File: config.mk
export PLATFORM = sky130hd
export DESIGN_NAME = sum_latch_uart_tx
export DESIGN_NICKNAME = d
export VERILOG_FILES = /design/src/rtl/sum_latch_uart_tx.sv
export SDC_FILE = /design/constraint.sdc
export NUM_CORES = 1
export LEC_CHECK = 0
export BUFFER_PORTS_ARGS = -buffer_cell sky130_fd_sc_hd__buf_2
export CORE_UTILIZATION = 57
export DETAILED_ROUTE_END_ITERATION = 8
export PLACE_DENSITY = 0.81
export SYNTH_ARGS = -nofsm -noshare
export SYNTH_HDL_FRONTEND = slang
export SYNTH_SLANG_ARGS = --single-unit
File: constraint.sdc
create_clock -name clk -period 2.45 [get_ports clk]
set_input_delay 0.245 -clock clk [delete_from_list [all_inputs] [get_ports clk]]
set_output_delay 0.245 -clock clk [all_outputs]
set_load 0.02 [all_outputs]
File: src/rtl/sum_latch_uart_tx.sv
// Operand latch, running-sum register and multi-byte UART transmitter.
// Each save strobe latches the shared data bus into its operand register; the
// registered sum of all operands is serialised LSB byte first on every save event.
module sum_latch_uart_tx #(
   parameter int DATA_W    = 4,
   parameter int NUM_OPS   = 2,
   parameter int CLK_DIV   = 434,
   parameter int PARITY    = 0,
   parameter int STOP_BITS = 1
) (
   input  logic                              clk,
   input  logic                              reset_n,
   input  logic [NUM_OPS-1:0]                save_n,
   input  logic [DATA_W-1:0]                 data_input,
   output logic [DATA_W+$clog2(NUM_OPS)-1:0] sum_out,
   output logic                              uart_txd,
   output logic                              uart_tx_busy
);

   // state   | meaning
   // IDLE    | line high, waiting for a save trigger
   // START   | start bit (low) of the current byte
   // DATA    | 8 data bits, LSB first, r_bit counts them
   // PAR     | parity bit (only entered when PARITY != 0)
   // STOP    | stop bit(s), r_bit counts them; decides next byte / next set / idle
   typedef enum logic [2:0] {
      ST_IDLE  = 3'd0,
      ST_START = 3'd1,
      ST_DATA  = 3'd2,
      ST_PAR   = 3'd3,
      ST_STOP  = 3'd4
   } state_t;

   localparam int SUM_W  = DATA_W + $clog2(NUM_OPS);
   localparam int NBYTES = (SUM_W + 7) / 8;
   localparam int SNAP_W = NBYTES * 8;
   localparam int BAUD_W = $clog2(CLK_DIV);
   localparam int BYTE_W = (NBYTES > 1) ? $clog2(NBYTES) : 1;

   localparam logic [BAUD_W-1:0] BAUD_LOAD = BAUD_W'(CLK_DIV - 1);
   localparam logic [BYTE_W-1:0] LAST_BYTE = BYTE_W'(NBYTES - 1);
   localparam logic [2:0]        LAST_STOP = 3'(STOP_BITS - 1);
   localparam logic              PAR_ODD   = (PARITY == 2);

   logic [NUM_OPS-1:0] r_sync1, r_sync2, r_sync3;
   logic [NUM_OPS-1:0] w_fall;
   logic [DATA_W-1:0]  r_op [NUM_OPS];
   logic [SUM_W-1:0]   w_sum;
   logic [SUM_W-1:0]   r_sum;
   logic               r_trig1, r_trig2;

   state_t             r_state, w_state_nxt;
   logic [BAUD_W-1:0]  r_baud, w_baud_nxt;
   logic [2:0]         r_bit, w_bit_nxt;
   logic [BYTE_W-1:0]  r_byte, w_byte_nxt;
   logic [7:0]         r_shift, w_shift_nxt;
   logic               r_par, w_par_nxt;
   logic [SNAP_W-1:0]  r_snap, w_snap_nxt;
   logic               r_pending, w_pending_nxt;
   logic               w_baud_tc;

   // Two-flop synchroniser plus a third stage for falling-edge detection.
   // Reset to 1 so a strobe released at reset never looks like an edge.
   always_ff @(posedge clk or negedge reset_n) begin
      if (!reset_n) begin
         r_sync1 <= '1;
         r_sync2 <= '1;
         r_sync3 <= '1;
      end else begin
         r_sync1 <= save_n;
         r_sync2 <= r_sync1;
         r_sync3 <= r_sync2;
      end
   end

   assign w_fall = r_sync3 & ~r_sync2;

   // Operand registers: every strobe that fell this cycle latches the bus.
   always_ff @(posedge clk or negedge reset_n) begin
      if (!reset_n) begin
         for (int i = 0; i < NUM_OPS; i++) r_op[i] <= '0;
      end else begin
         for (int i = 0; i < NUM_OPS; i++) begin
            if (w_fall[i]) r_op[i] <= data_input;
         end
      end
   end

   // Zero-extended adder tree; SUM_W is wide enough that it cannot overflow.
   always_comb begin
      w_sum = '0;
      for (int i = 0; i < NUM_OPS; i++) w_sum = w_sum + SUM_W'(r_op[i]);
   end

   // Registered sum and a trigger delayed to line up with the new sum.
   always_ff @(posedge clk or negedge reset_n) begin
      if (!reset_n) begin
         r_sum   <= '0;
         r_trig1 <= 1'b0;
         r_trig2 <= 1'b0;
      end else begin
         r_sum   <= w_sum;
         r_trig1 <= |w_fall;
         r_trig2 <= r_trig1;
      end
   end

   assign sum_out = r_sum;

   // Transmitter state and datapath registers.
   always_ff @(posedge clk or negedge reset_n) begin
      if (!reset_n) begin
         r_state   <= ST_IDLE;
         r_baud    <= BAUD_LOAD;
         r_bit     <= '0;
         r_byte    <= '0;
         r_shift   <= '0;
         r_par     <= 1'b0;
         r_snap    <= '0;
         r_pending <= 1'b0;
      end else begin
         r_state   <= w_state_nxt;
         r_baud    <= w_baud_nxt;
         r_bit     <= w_bit_nxt;
         r_byte    <= w_byte_nxt;
         r_shift   <= w_shift_nxt;
         r_par     <= w_par_nxt;
         r_snap    <= w_snap_nxt;
         r_pending <= w_pending_nxt;
      end
   end

   assign w_baud_tc = (r_baud == '0);

   // Next-state logic. The baud counter reloads at every bit boundary, so each
   // bit is exactly CLK_DIV cycles and nothing drifts across frames or sets.
   // The current byte always sits in r_snap[7:0]; r_snap shifts down per byte.
   always_comb begin
      w_state_nxt   = r_state;
      w_baud_nxt    = w_baud_tc ? BAUD_LOAD : r_baud - 1'b1;
      w_bit_nxt     = r_bit;
      w_byte_nxt    = r_byte;
      w_shift_nxt   = r_shift;
      w_par_nxt     = r_par;
      w_snap_nxt    = r_snap;
      w_pending_nxt = r_pending | (r_trig2 & (r_state != ST_IDLE));
      case (r_state)
         ST_IDLE: begin
            w_baud_nxt = BAUD_LOAD;
            if (r_trig2) begin
               w_state_nxt = ST_START;
               w_snap_nxt  = SNAP_W'(r_sum);
               w_byte_nxt  = '0;
               w_bit_nxt   = '0;
            end
         end
         ST_START: begin
            if (w_baud_tc) begin
               w_state_nxt = ST_DATA;
               w_shift_nxt = r_snap[7:0];
               w_par_nxt   = (^r_snap[7:0]) ^ PAR_ODD;
               w_bit_nxt   = '0;
            end
         end
         ST_DATA: begin
            if (w_baud_tc) begin
               w_shift_nxt = {1'b0, r_shift[7:1]};
               if (r_bit == 3'd7) begin
                  w_bit_nxt   = '0;
                  w_state_nxt = (PARITY != 0) ? ST_PAR : ST_STOP;
               end else begin
                  w_bit_nxt = r_bit + 1'b1;
               end
            end
         end
         ST_PAR: begin
            if (w_baud_tc) begin
               w_state_nxt = ST_STOP;
               w_bit_nxt   = '0;
            end
         end
         ST_STOP: begin
            if (w_baud_tc) begin
               if (r_bit != LAST_STOP) begin
                  w_bit_nxt = r_bit + 1'b1;
               end else if (r_byte != LAST_BYTE) begin
                  w_state_nxt = ST_START;
                  w_bit_nxt   = '0;
                  w_byte_nxt  = r_byte + 1'b1;
                  w_snap_nxt  = r_snap >> 8;
               end else if (r_pending || r_trig2) begin
                  // Pending save: start a fresh set with the current sum, no idle gap.
                  w_state_nxt   = ST_START;
                  w_bit_nxt     = '0;
                  w_byte_nxt    = '0;
                  w_snap_nxt    = SNAP_W'(r_sum);
                  w_pending_nxt = 1'b0;
               end else begin
                  w_state_nxt = ST_IDLE;
                  w_bit_nxt   = '0;
               end
            end
         end
         default: begin
            w_state_nxt = ST_IDLE;
         end
      endcase
   end

   // Line level decoded from registered state; idle and stop are high.
   always_comb begin
      uart_txd = 1'b1;
      case (r_state)
         ST_START: uart_txd = 1'b0;
         ST_DATA:  uart_txd = r_shift[0];
         ST_PAR:   uart_txd = r_par;
         default:  uart_txd = 1'b1;
      endcase
   end

   assign uart_tx_busy = (r_state != ST_IDLE);

endmodule
==> run metrics, run 1 <==
status finished clean; count leader, synth dfrtp_1; Max Cap Violations 0; Hold Vio Cnt, Final 0; setup repair after global routing missed its margin no; Seq cells post-synth 48; initial antenna violation count 0; Post-CTS Setup Inserts 0; CP cell instances inv_1 > ha_1 > nor4b_4 > nand4b_1 > a2111o_1 > mux2_4; Final Wtd Congestion 0.820; Critical Path AT 2.45 ns; DR iter-0 viols 95; WP data required 2.63 ns; chip height 64.8 um; post-synthesis net count 200; Max Clk Rate 0.442 GHz; reg2reg start r_baud[1]; Pwr Density 898 nW/um2; ranking of synthesized cells by area dfrtp_1, dfstp_2, mux2_2; CP Capture Type flop; Worst-Margin Slew 1.02 ns; Post-Place Worst Slack 0.229 ns; drt drc 0; post-DR wirelength/cell 14.3 um; Die Wd 64.8 um; multiplexer area fraction after synthesis 0.128; DR vias/cell 5.43; initial core utilization 0.605; boundary pin count 15; Total Die Area 4200 um2; num rows 22; EDFF count, synth 0; share of layout cells above drive strength 1 0.308; Layout area overhead 9.24%; YS warnings 0; Worst slew margin 0.318; top_reg_cell synth dfrtp_1; main combinational cell family by area after synthesis simple AND/OR/NAND/NOR gates; Cells after Synth 183; CP Max Fanout 6; number of buffer and inverter stages on the critical path 1; Slowest cell on crit path a2111o_1; CTS H-Tree Depth 2; area taken by multi-input logic gates 973 um2; TritonCTS buffer count 5; Critical Path Source r_baud[1]; CTS Buffer Depth 2; VDD IR max 0.588 mV; Post-Syn Area 2250 um2; # diodes 0; DP Area 2370 um2; vias in the first global route 1373; RR Endpoint r_snap[1]; largest net degree at the start of global routing 49; DRT Wirelength 3570 um; Seq/Total Area, Yosys 0.540; fin crit share 0.923; CP max stage delay 0.58 ns; Fin Setup TNS 0 ns; share of the synthesized area in the top cell type 0.412; Post-Synth XOR/XNOR Area 0.0545; CTS root buffer clkbuf_8; post-route minimum period 2.26 ns; Nets 217; clock sinks 48; GR Util All Layers 0.203; post-synth cell types 39; Final Power 2.21 mW; # fillers 289; Worst-Skew Late Latency 0.30 ns; Slew Viols, Final 0; Adder-Cell Fraction of Synth Area 0.0534; number of gates resized after cts 0; Register Area 1210 um2; design area 2460 um2; reg-to-reg setup timing slack 0.19 ns; Post-synth ARST share 1.00; DR vias 1353; Final Skew 0.00427 ns; Hold WC Path Type primary input to flop; first-pass iteration count of the detailed router 4; CP delay by family, top compound AO/OA/AOI/OAI gates; final worst slack 0.187 ns; TritonCTS clock tree built; core footprint 3720 um2; Routed Antenna Nets 0; remaining global-route overflow 0; Worst path depth 6; Worst-path clk slew 0.08 ns; Final Setup Violations 0; crit start category flop; WS Path Type flop to flop; Leakage 1.11 nW; first-pass GRT wire length 6380 um; Synth Area in Compound Gates 0.0657; Buffers on Ports 14; Critical Path Sink r_snap[1]; Fin Hold WS 0.0428 ns; simple-gate share of the synthesized area 0.131; CTS Hold Bufs 0; top cells by count, synth dfrtp_1, mux2_2; hpwl dp 2530 um; worst r2r path cells 6; Yosys top cell by area dfrtp_1; syn_area_per_cell 12.3 um2
## sequential cells by signal, indices dropped and copies added, names as in the netlist, 2 cells and up
signal,cells
r_sync1,2
r_snap,5
r_shift,5
r_bit,3
r_state,3
sum_out,5
r_sync2,2
r_op,8
r_baud,9
r_sync3,2
## placed cells by master, fill, tap and decap left out, types with 2 or more instances in the layout
cell      netlist  final
a21oi_1         6      6
a22oi_1         2      2
and2_1          2      2
buf_2           0     14
buf_4           0      2
clkbuf_8        0      5
dfrtp_1        37     37
dfstp_2        11     11
ha_1            8      8
inv_1          10     10
mux2_2         18     18
mux2_4          5      5
nand2_1        11     11
nand2b_1        6      6
nand3_1         2      2
nand3b_1        3      3
nor2_1         11     11
nor2b_1         2      2
nor3_1          4      4
nor4b_1         2      2
o21ai_0         5      5
xnor2_1        11     11
xor2_1          3      3
## through the flow
step / util / cells
finish: 0.661 / 249
global route: 0.661 / 249
detailed placement: 0.638 / 241
floorplan: - / 183
CTS: 0.661 / 249
global placement: 0.638 / 241
## how the worst min path moves through the flow
stage                          from  depth (start not counted)         end  slack [ns]
after floorplan             reset_n                          0   r_baud[1]       -0.05
after global placement      r_trig1                          0     r_trig2        0.33
after detailed placement    r_trig1                          0     r_trig2        0.34
after CTS                 save_n[0]                          1  r_sync1[0]        0.04
after global routing      save_n[1]                          1  r_sync1[1]        0.03
final                     save_n[0]                          1  r_sync1[0]        0.04
## report_power, final
part / internal, mW / leakage, nW / switching, mW
registers: 0.976 / 0.576 / 0.165
clock network: 0.199 / 0.0412 / 0.248
logic: 0.330 / 0.494 / 0.289
total: 1.51 / 1.11 / 0.701
## layer usage
metal	vias to the layer above	global-route usage	wire length, um
met1	674	0.266	1630
met4	0	0.0611	27
met2	14	0.326	1820
li1	661	-	-
met3	4	0.0581	93
met5	-	0	0
## final cells by class
class                   instances  share of cell area
inverters                      10              0.0153
clock inverters                 2             0.00509
repair buffers                 16              0.0346
well taps                      48              0.0245
flip-flops and latches         48               0.495
multi-input cells             119               0.396
clock buffers                   6              0.0295
## kinds of logic after synthesis
| family | Yosys count |
|---|---|
| flops | 48 |
| buf+inv | 16 |
| xor+xnor | 14 |
| fa+ha+maj | 9 |
| compound gates | 22 |
| mux | 24 |
| simple gates | 50 |
(Power assumes the default switching activity.)
==> run 2, diff against run 1 <==
CORE_UTILIZATION = 53   (was 57)
CTS_CLUSTER_SIZE = 25   (was default)
MAX_ROUTING_LAYER = met4   (was default)
PLACE_DENSITY = 0.79   (was 0.81)
clock period = 1.9 ns   (was 2.45 ns; I/O delays follow)
==> run 2 against run 1 <==
Against the previous run: the run now ends with negative setup slack left; clock skew increased by 0.0058 ns; routed wire length up 10%; flip-flop and latch count is the same; maximum frequency grew 17%; non-clock buffer count up 21; combinational power increased by 59%; setup slack lost 0.22 ns; cell count is 8.8% higher; core utilization shrank 0.38 points; sequential power grew 26%; power is 38% higher; largest power group unchanged.
==> run metrics, run 2 (synthesis results as in run 1) <==
boundary pin count 15 (unchanged); Buffers on Ports 14 (unchanged); DR vias 1466 (+8.4%); Max Clk Rate 0.518 GHz (+17%); Nets 238 (+9.7%); worst r2r path cells 6 (unchanged); WP data required 2.09 ns (-0.54 ns); Die Wd 67.1 um (+3.6%); Slowest cell on crit path a2111o_1; CTS root buffer clkbuf_8; DR vias/cell 5.41 (-0.44%); share of layout cells above drive strength 1 0.380 (+0.0716); initial core utilization 0.558 (-0.0470); Worst-path clk slew 0.09 ns (about the same); crit start category flop; post-route minimum period 1.93 ns (-0.331 ns); fin crit share 1.02 (+0.0931); Worst slew margin 0.609 (+0.290); Most flops, register r_baud; Hold Vio Cnt, Final 0 (unchanged); TritonCTS buffer count 5 (unchanged); reg2reg start r_baud[1]; initial antenna violation count 0 (unchanged); Critical Path Source r_baud[1]; clock sinks 48 (unchanged); setup repair after global routing missed its margin yes; Critical Path AT 2.12 ns (-0.33 ns); remaining global-route overflow 0 (unchanged); Fin Hold WS 0.127 ns (+0.0846 ns); Final Wtd Congestion 0.778 (-5.1%); vias in the first global route 1454 (+5.9%); Layout area overhead 17.8%; Largest regs r_baud: 9 flops, r_op: 8 flops; combinational share of power 0.323 (+0.043); WS Path Type flop to flop; TritonCTS clock tree built; Worst-Margin Slew 0.587 ns (-0.436 ns); drt drc 0 (unchanged); GR Util All Layers 0.208 (+0.00556); hpwl dp 2820 um (+12%); Total Die Area 4510 um2 (+7.3%); Sequential Power Share 0.474 (-0.043); Pwr Density 1150 nW/um2 (+28%); CTS Buffer Depth 2 (unchanged); Critical Path Sink r_snap[4]; Fin Setup TNS -0.145 ns (-0.145 ns); Hold WC Path Type primary input to flop; failing checks negative setup slack; reg-to-reg setup timing slack -0.03 ns (-0.22 ns); CTS H-Tree Depth 2 (unchanged); internal power 2.09 mW (+38%); Sw Share 0.315 (-0.00277); Leakage 1.21 nW (+9.4%); Largest register FFs 9 (unchanged); Max Cap Violations 0 (unchanged); post-DR wirelength/cell 14.5 um (+1.4%); Worst path depth 6 (unchanged); number of buffer and inverter stages on the critical path 1 (unchanged); num rows 23 (+4.5%); part of the power in the clock network 0.204 (about the same); RR Endpoint r_snap[4]; VDD IR max 0.687 mV (+17%); Slew Viols, Final 0 (unchanged); most frequent cells in the layout dfrtp_1, buf_4, mux2_2; CP max stage delay 0.53 ns (-0.05 ns); first-pass iteration count of the detailed router 6 (+2); commonest non-fill, non-tap cell in the layout dfrtp_1; final worst slack -0.0316 ns (-0.219 ns); core footprint 4030 um2 (+8.4%); Routed Antenna Nets 0 (unchanged); largest net degree at the start of global routing 49 (unchanged); Worst-Skew Late Latency 0.30 ns (about the same); Final Setup Violations 5 (+5); status finished with violations; DRT Wirelength 3940 um (+10%); CP delay by family, top compound AO/OA/AOI/OAI gates; # diodes 0 (unchanged); first-pass GRT wire length 6600 um (+3.5%); CP Max Fanout 6 (unchanged); Net Sw Power 0.958 mW (+37%); Final Skew 0.0100 ns (+0.00578 ns); CP Capture Type flop; DR iter-0 viols 83 (-13%); chip height 67.1 um (+3.6%); CP cell instances inv_2 > ha_4 > nor4b_4 > nand4b_1 > a2111o_1 > mux2_4; Hold Path Depth 3 (+2)
==> run 2: cell count changes in the layout (fill, tap and decap cells not counted), sizes merged <==
cell | before | now
dlygate4sd3 | 0 | 3
clkinvlp | 1 | 0
buf | 16 | 34
==> run 2: worst min-delay path by stage <==
| stage | from | end | slack [ns] |
|---|---|---|---|
| 2_1_floorplan | reset_n | r_baud[1] | -0.11 |
| 3_3_place_gp | save_n[1] | r_sync1[1] | 0.30 |
| 3_5_place_dp | save_n[1] | r_sync1[1] | 0.30 |
| 4_1_cts | data_input[3] | r_op[7] | 0.13 |
| 5_1_grt | data_input[0] | r_op[4] | 0.13 |
| 6_report | data_input[1] | r_op[5] | 0.13 |
==> run 2: final cells by class <==
type | instances | area, um2
repair buffers | 37 | 250
clock buffers | 6 | 82.6
well taps | 50 | 62.6
multi-input cells | 119 | 991
flip-flops and latches | 48 | 1210
inverters | 10 | 37.5
fillers | 310 | 1380
clock inverters | 1 | 8.76
==> run 2: power groups by stage <==
stage | clock network, mW | logic [mW] | registers [mW]
final | 0.620 | 0.982 | 1.44
after global routing | 0.669 | 1.07 | 1.47
after CTS | 0.634 | 0.991 | 1.44
after detailed placement | 0 | 0.959 | 1.46
after global placement | 0 | 0.916 | 1.44
after floorplan | 0 | 0.608 | 1.49
==> run 2: routing by layer <==
layer | global-route usage | vias to the layer above | wire [um]
met2 | 0.329 | 30 | 1960
met4 | 0.0771 | 0 | 53
met5 | - | - | 0
li1 | - | 696 | -
met3 | 0.0524 | 6 | 128
met1 | 0.259 | 734 | 1800
==> run 2: repair_timing <==
| action | CTS | global route |
|---|---|---|
| hold buffers | 3 | 0 |
| pin swaps | 0 | 1 |
| setup buffers | 2 | 1 |
| setup endpoints to repair | 5 | 8 |
| resized for setup | 0 | 1 |
| hold endpoints to repair | 34 | 0 |
==> run 2: worst min-delay path: stages <==
cell	delay [ns]
buf_2	0.09
nand2_1	0.05
o21ai_0	0.07
==> run 2: through the flow <==
stage	cells	power, mW	instance area (um2)	setup slack, ns	utilization
after floorplan	183	2.10	2260	-0.0467	-
after CTS	270	3.06	2640	-0.0197	0.654
after detailed placement	258	2.41	2500	-0.0299	0.620
final	271	3.04	2650	-0.0316	0.657
after global routing	271	3.21	2650	-0.106	0.657
after global placement	258	2.36	2500	0.0166	0.620
